File: src/rtl/mem_stage_access.sv
// mem_stage_access
//
// Memory-stage access unit fed by the EXE/MEM pipeline register. Loads and
// stores go out over a handshaked, variable-latency data memory port; the
// upstream pipeline is stalled while an access is outstanding. Results and
// control are registered into the MEM/WB stage on the falling clock edge.
//
// Ports
//   clk_i, rst_ni        pipeline clock (state on falling edge), async active-low reset
//   alu_data_i           effective address or ALU result
//   write_data_i         store data
//   write_src_i          destination register
//   next_pc4_i           PC+4
//   mem_write_i          store request (wins when both access bits are set)
//   mem_read_i           load request
//   mem_to_reg_i         writeback select, passed through
//   reg_write_i          register write enable, passed through
//   mem_req_o            memory request valid (registered)
//   mem_we_o             1 = store
//   mem_addr_o           word address
//   mem_wdata_o          store data
//   mem_rdata_i          load data, valid with mem_ack_i
//   mem_ack_i            one-cycle completion strobe
//   mem_stall_o          combinational stall for PC, IF/ID, ID/EXE, EXE/MEM
//   mem_fault_o          one-cycle pulse on misaligned access or ack timeout
//   wb_*_o               MEM/WB pipeline register outputs

module mem_stage_access #(
    parameter int unsigned AckTimeout = 15
) (
    input  logic        clk_i,
    input  logic        rst_ni,

    input  logic [31:0] alu_data_i,
    input  logic [31:0] write_data_i,
    input  logic [4:0]  write_src_i,
    input  logic [31:0] next_pc4_i,
    input  logic        mem_write_i,
    input  logic        mem_read_i,
    input  logic [1:0]  mem_to_reg_i,
    input  logic        reg_write_i,

    output logic        mem_req_o,
    output logic        mem_we_o,
    output logic [31:0] mem_addr_o,
    output logic [31:0] mem_wdata_o,
    input  logic [31:0] mem_rdata_i,
    input  logic        mem_ack_i,

    output logic        mem_stall_o,
    output logic        mem_fault_o,

    output logic [31:0] wb_alu_data_o,
    output logic [31:0] wb_read_data_o,
    output logic [31:0] wb_next_pc4_o,
    output logic [4:0]  wb_write_src_o,
    output logic [1:0]  wb_mem_to_reg_o,
    output logic        wb_reg_write_o
);

    typedef enum logic [0:0] {StIdle, StAccess} state_e;

    state_e      state_q;
    logic [7:0]  cnt_q;

    // Access copies held stable on the memory port until ack or abort
    logic [31:0] addr_q;
    logic [31:0] wdata_q;
    logic        we_q;

    // Instruction fields captured at issue, written to MEM/WB on completion
    logic [4:0]  src_q;
    logic [31:0] pc4_q;
    logic [1:0]  m2r_q;
    logic        rw_q;

    logic        fault_q;
    logic [31:0] wb_alu_q;
    logic [31:0] wb_rd_q;
    logic [31:0] wb_pc4_q;
    logic [4:0]  wb_src_q;
    logic [1:0]  wb_m2r_q;
    logic        wb_rw_q;

    logic is_access;
    logic misaligned;
    logic cnt_last;
    logic timeout_hit;

    assign is_access   = mem_read_i | mem_write_i;
    assign misaligned  = is_access && (alu_data_i[1:0] != 2'b00);
    assign cnt_last    = (cnt_q == 8'(AckTimeout - 1));
    // Ack on the final allowed cycle still completes the access
    assign timeout_hit = (state_q == StAccess) && !mem_ack_i && cnt_last;

    // Stall is combinational so the upstream registers freeze in the same
    // cycle the access is detected. Held low during reset so nothing upstream
    // stays frozen while the stage is being cleared.
    always_comb begin
        mem_stall_o = 1'b0;
        unique case (state_q)
            StIdle:   mem_stall_o = is_access && !misaligned;
            StAccess: mem_stall_o = !mem_ack_i && !timeout_hit;
            default:  mem_stall_o = 1'b0;
        endcase
        if (!rst_ni) begin
            mem_stall_o = 1'b0;
        end
    end

    always_ff @(negedge clk_i or negedge rst_ni) begin
        if (!rst_ni) begin
            state_q  <= StIdle;
            cnt_q    <= 8'd0;
            addr_q   <= 32'd0;
            wdata_q  <= 32'd0;
            we_q     <= 1'b0;
            src_q    <= 5'd0;
            pc4_q    <= 32'd0;
            m2r_q    <= 2'd0;
            rw_q     <= 1'b0;
            fault_q  <= 1'b0;
            wb_alu_q <= 32'd0;
            wb_rd_q  <= 32'd0;
            wb_pc4_q <= 32'd0;
            wb_src_q <= 5'd0;
            wb_m2r_q <= 2'd0;
            wb_rw_q  <= 1'b0;
        end else begin
            // Default: MEM/WB takes a bubble and the fault pulse clears
            fault_q  <= 1'b0;
            wb_alu_q <= 32'd0;
            wb_rd_q  <= 32'd0;
            wb_pc4_q <= 32'd0;
            wb_src_q <= 5'd0;
            wb_m2r_q <= 2'd0;
            wb_rw_q  <= 1'b0;

            unique case (state_q)
                StIdle: begin
                    if (!is_access) begin
                        wb_alu_q <= alu_data_i;
                        wb_pc4_q <= next_pc4_i;
                        wb_src_q <= write_src_i;
                        wb_m2r_q <= mem_to_reg_i;
                        wb_rw_q  <= reg_write_i;
                    end else if (misaligned) begin
                        fault_q <= 1'b1;
                    end else begin
                        state_q <= StAccess;
                        cnt_q   <= 8'd0;
                        addr_q  <= alu_data_i;
                        wdata_q <= write_data_i;
                        we_q    <= mem_write_i;
                        src_q   <= write_src_i;
                        pc4_q   <= next_pc4_i;
                        m2r_q   <= mem_to_reg_i;
                        rw_q    <= reg_write_i;
                    end
                end

                StAccess: begin
                    if (mem_ack_i) begin
                        state_q  <= StIdle;
                        wb_alu_q <= addr_q;
                        wb_rd_q  <= we_q ? 32'd0 : mem_rdata_i;
                        wb_pc4_q <= pc4_q;
                        wb_src_q <= src_q;
                        wb_m2r_q <= m2r_q;
                        wb_rw_q  <= rw_q;
                    end else if (cnt_last) begin
                        state_q <= StIdle;
                        fault_q <= 1'b1;
                    end else begin
                        cnt_q <= cnt_q + 8'd1;
                    end
                end

                default: state_q <= StIdle;
            endcase
        end
    end

    assign mem_req_o       = (state_q == StAccess);
    assign mem_we_o        = we_q;
    assign mem_addr_o      = addr_q;
    assign mem_wdata_o     = wdata_q;
    assign mem_fault_o     = fault_q;

    assign wb_alu_data_o   = wb_alu_q;
    assign wb_read_data_o  = wb_rd_q;
    assign wb_next_pc4_o   = wb_pc4_q;
    assign wb_write_src_o  = wb_src_q;
    assign wb_mem_to_reg_o = wb_m2r_q;
    assign wb_reg_write_o  = wb_rw_q;

endmodule
File: config.mk
export PLATFORM = sky130hd
export DESIGN_NAME = mem_stage_access
export DESIGN_NICKNAME = d
export VERILOG_FILES = /design/src/rtl/mem_stage_access.sv
export SDC_FILE = /design/constraint.sdc
export NUM_CORES = 1
export LEC_CHECK = 0
export CAP_MARGIN = 5
export CORE_MARGIN = 5
export CORE_UTILIZATION = 39
export DETAILED_ROUTE_END_ITERATION = 16
export PLACE_DENSITY = 0.79
export SYNTH_ARGS = -nofsm -noshare
export SYNTH_HDL_FRONTEND = slang
export SYNTH_SLANG_ARGS = --single-unit
File: constraint.sdc
create_clock -name clk_i -period 2.1 [get_ports clk_i]
set_clock_uncertainty 0.15 [all_clocks]
set_input_delay 0.525 -clock clk_i [delete_from_list [all_inputs] [get_ports clk_i]]
set_output_delay 0.525 -clock clk_i [all_outputs]
set_load 0.01 [all_outputs]
### Word level (Yosys, flattened, before mapping)

Cells that the tools add are included.
Widths: inputs -> output; s select.

| word-level totals | value |
|---|---|
| flip-flop bits (word level) | 219 |
| output and inout port bits | 172 |
| logic and storage cells | 71 |

| operators by class | value |
|---|---|
| add/sub/neg operators | 1 |
| equal/unequal tests | 5 |
| muxes and demuxes | 35 |
| bitwise logic cells | 3 |
| reductions and logical operators | 11 |

Operator list:

| kind | number |
|---|---|
| $mux 32 | 7 |
| $pmux 32 s2 | 2 |
| $mux 8 | 4 |
| $pmux 8 s2 | 1 |
| $mux 1 | 11 |
| $mux 5 | 2 |
| $pmux 5 s2 | 1 |
| $add 8x1->8 const B | 1 |
| $eq 8x4->1 const B | 1 |
| $ne 2x2->1 const B | 4 |
| $pmux 1 s2 | 4 |
| $logic_and 1x1->1 | 5 |
| $mux 2 | 2 |
| $pmux 2 s2 | 1 |
| $reduce_and 4->1 | 1 |
| $logic_not 1->1 | 3 |
| $reduce_and 3->1 | 1 |
| $not 1->1 | 2 |
| $reduce_bool 2->1 | 1 |
| $or 1x1->1 | 1 |

### Logic depth before layout (Yosys ltp)

| depth | value |
|---|---|
| word-level depth | 7 |
| gate-level depth with buffers | 8 |
| gate-level depth less buffers | 7 |

==> results.toml <==
[outcome]
status = "complete, but fails checks"
violations = "setup timing"

[place]
io_buffers = 312
place_area_sq_um = 12000
globalplace.congestion = 0.850
dpl.hpwl_microns = 15800

[route]
dr.pass1.iters = 4
avgRoutedWirePerCell_microns = 20.7
vias = 6071
drt-total-wl_microns = 25600
drt_iter0_markers = 211
drc = 0
via_per_inst = 4.92
antenna_left = 0

[yosys]
muxShareOfSynthArea_pct = 15.2
yosysTopAreaCellShare_pct = 68.5
synth_simple_gate_area_share_pct = 4.74
synthCells = 511
ys.flop_type = "dfrtn_1"
synth_commonest_cells = "dfrtn_1 (219), mux2_2 (88), a22o_1 (72)"
ys_ff_latch = 219
avgSynthCellArea_sq_um = 15.7
synth-compound-area-share_pct = 9.20
synth_nets = 654
synth_edf_count = 0
ys_warn_count = 0
ys_seq_area_share_pct = 68.5
yosysUniqueCellTypes = 32
synth-xor-area-share_pct = 0
synth.largest_area_cell = "dfrtn_1"
synth_top_family_by_area = "multiplexers"
synth_area_sq_um = 8000
yosys.cell_count.top_type = "dfrtn_1"
synth.area.top_cells = "dfrtn_1 (69%), mux2_2 (12%), a22o_1 (7.9%), and2_1 (2.8%), mux2_4 (2.8%)"
async_reset_ff_share_pct = 100
synth_adder_area_share_pct = 0.313

[worst_setup_path]
cp-end-kind = "output port"
crit_type = "flip-flop to output port"
cp.required_ns = 1.42
path_max_fanout = 2
cp.arrival_ns = 2.89
start_kind = "flip-flop"

[global_routing]
grt_pass1_vias = 6224
grt.overflow.total = 0
grt_use_total_pct = 19.5
antenna_found_initial = 0
grt_pass1_wl_microns = 36700
grt_max_degree = 45

[sta]
layout_setup_ws_ns = -1.46
finalSetupViolations = 389
fin_tns_setup_ns = -203.87
hold_slack_ns = 0.290
rsz0062_at_grt = "yes"
max_slew.worst_pin.slew_ns = 0.603
slew_headroom_pct = 59.6
hold_viol_final = 0
drv_slew = 0

[cells_and_area]
fill_cells = 1449
antenna_cells = 0
syn_to_final_growth_pct = 67.1
design_area_sq_um = 13400
drive_gt1_share_pct = 48.3
post-route-util_pct = 66.1
nets = 1091

[cts]
cts_tree = "yes"
cts_buffer_depth = 3
clk_pin_slew_ns = 0.04
h-tree-depth = 1
numCtsBuffers = 23
cts-root-buf = "clkbuf_16"
insertion_delay_ns = 0.51
holdBufCountCts = 0
clock_sinks = 219

[die]
dieArea_sq_um = 23500
die_x_microns = 153
core.rowCount = 52
coreArea_sq_um = 20200
chipHeight_microns = 153
start_util_pct = 39.5
io_pins = 313

[power_and_ir_drop]
power.leakage_uw = 0.00658
power_density_nw_per_um2 = 944
ir_drop_mv = 0.595

[min_path]
hp-class = "flip-flop to flip-flop"

[run]
cap_violations = 0
## sequential cells by signal (all words and copies together) (netlist names)
name / cells
mem_req_o: 1
src_q: 5
pc4_q: 32
cnt_q: 8
wb_mem_to_reg_o: 2
mem_we_o: 1
wb_write_src_o: 5
wb_read_data_o: 32
mem_addr_o: 32
rw_q: 1
wb_alu_data_o: 32
wb_reg_write_o: 1
mem_fault_o: 1
m2r_q: 2
wb_next_pc4_o: 32
mem_wdata_o: 32
## cells in the final DEF (no fill, tap or decap), types with 4 or more instances in the layout
| master | instances |
|---|---|
| a22o_1 | 72 |
| and2_1 | 31 |
| and2_4 | 6 |
| buf_12 | 14 |
| buf_16 | 7 |
| buf_2 | 85 |
| buf_4 | 93 |
| buf_6 | 94 |
| buf_8 | 7 |
| clkbuf_16 | 31 |
| clkbuf_8 | 6 |
| clkdlybuf4s50_1 | 134 |
| clkinv_2 | 5 |
| dfrtn_1 | 219 |
| mux2_2 | 85 |
| mux2_4 | 18 |
| nand2_1 | 5 |
| nand3_1 | 6 |
| o21ai_0 | 4 |
## where the power goes
| part | internal [uW] | leakage, uW | switching [uW] | total (uW) |
|---|---|---|---|---|
| logic | 1910 | 0.00341 | 1180 | 3100 |
| registers | 4950 | 0.00278 | 357 | 5300 |
| clock network | 2580 | 0.000391 | 1630 | 4220 |
## routing by layer
| layer | wire, microns | vias to the layer above | track usage (%) |
|---|---|---|---|
| li1 | - | 2718 | - |
| met1 | 10000 | 3035 | 23.6 |
| met2 | 13000 | 265 | 34.1 |
| met3 | 1980 | 53 | 5.88 |
| met4 | 606 | 0 | 5.13 |
| met5 | 0 | - | 0 |
## critical path, stage by stage (launching register included)
cell and delay, ns:
dfrtn_1 0.36, or3_4 0.40, o21bai_2 0.14, and2_4 0.17, inv_2 0.03, and2_4 0.12, buf_6 0.11
## layout make-up
cell class	instances	area, sq um	share of cell area [%]
repair buffers	443	4310	32.3
flip-flops and latches	219	5480	41.0
multi-input cells	259	2430	18.2
clock inverters	10	130	0.974
inverters	2	7.51	0.0562
clock buffers	31	666	4.98
well taps	270	338	2.53
## through the flow
| stage | instances | power, uW | setup slack (ns) |
|---|---|---|---|
| finish | 1234 | 12600 | -1.46 |
| global route | 1234 | 13100 | -1.54 |
| CTS | 1192 | 12300 | -1.51 |
| detailed placement | 1133 | 8170 | -1.56 |
| global placement | 1133 | 8090 | -1.51 |
| floorplan | 511 | 6340 | -1.13 |
## kinds of logic after synthesis
logic type      Yosys count
compound gates           88
flops                   219
simple gates             65
mux                     103
fa+ha+maj                 2
buf+inv                  34
## worst paths after layout
| kind | slack [ns] | cells after the start | to | startpoint |
|---|---|---|---|---|
| hold reg to reg | 0.29 | 1 | wb_next_pc4_o[17] | pc4_q[17] |
| hold / removal | 0.29 | 1 | wb_next_pc4_o[17] | pc4_q[17] |
| min in group asynchronous | 0.70 | 2 | mem_wdata_o[31] | rst_ni |
| setup reg to reg | 0.12 | 6 | src_q[1] | mem_req_o |
| setup / recovery | -1.46 | 6 | mem_stall_o | cnt_q[4] |
| max in group asynchronous | 0.65 | 3 | mem_wdata_o[7] | rst_ni |
## what timing repair did
action | CTS | global route
setup buffers | 13 | 31
pin swaps | 4 | 3
gates resized for setup | 798 | 64
gates cloned | 5 | 14
setup endpoints to repair | 391 | 391
endpoints found under the hold margin | 0 | 0
Power figures use the tool's default switching activity.
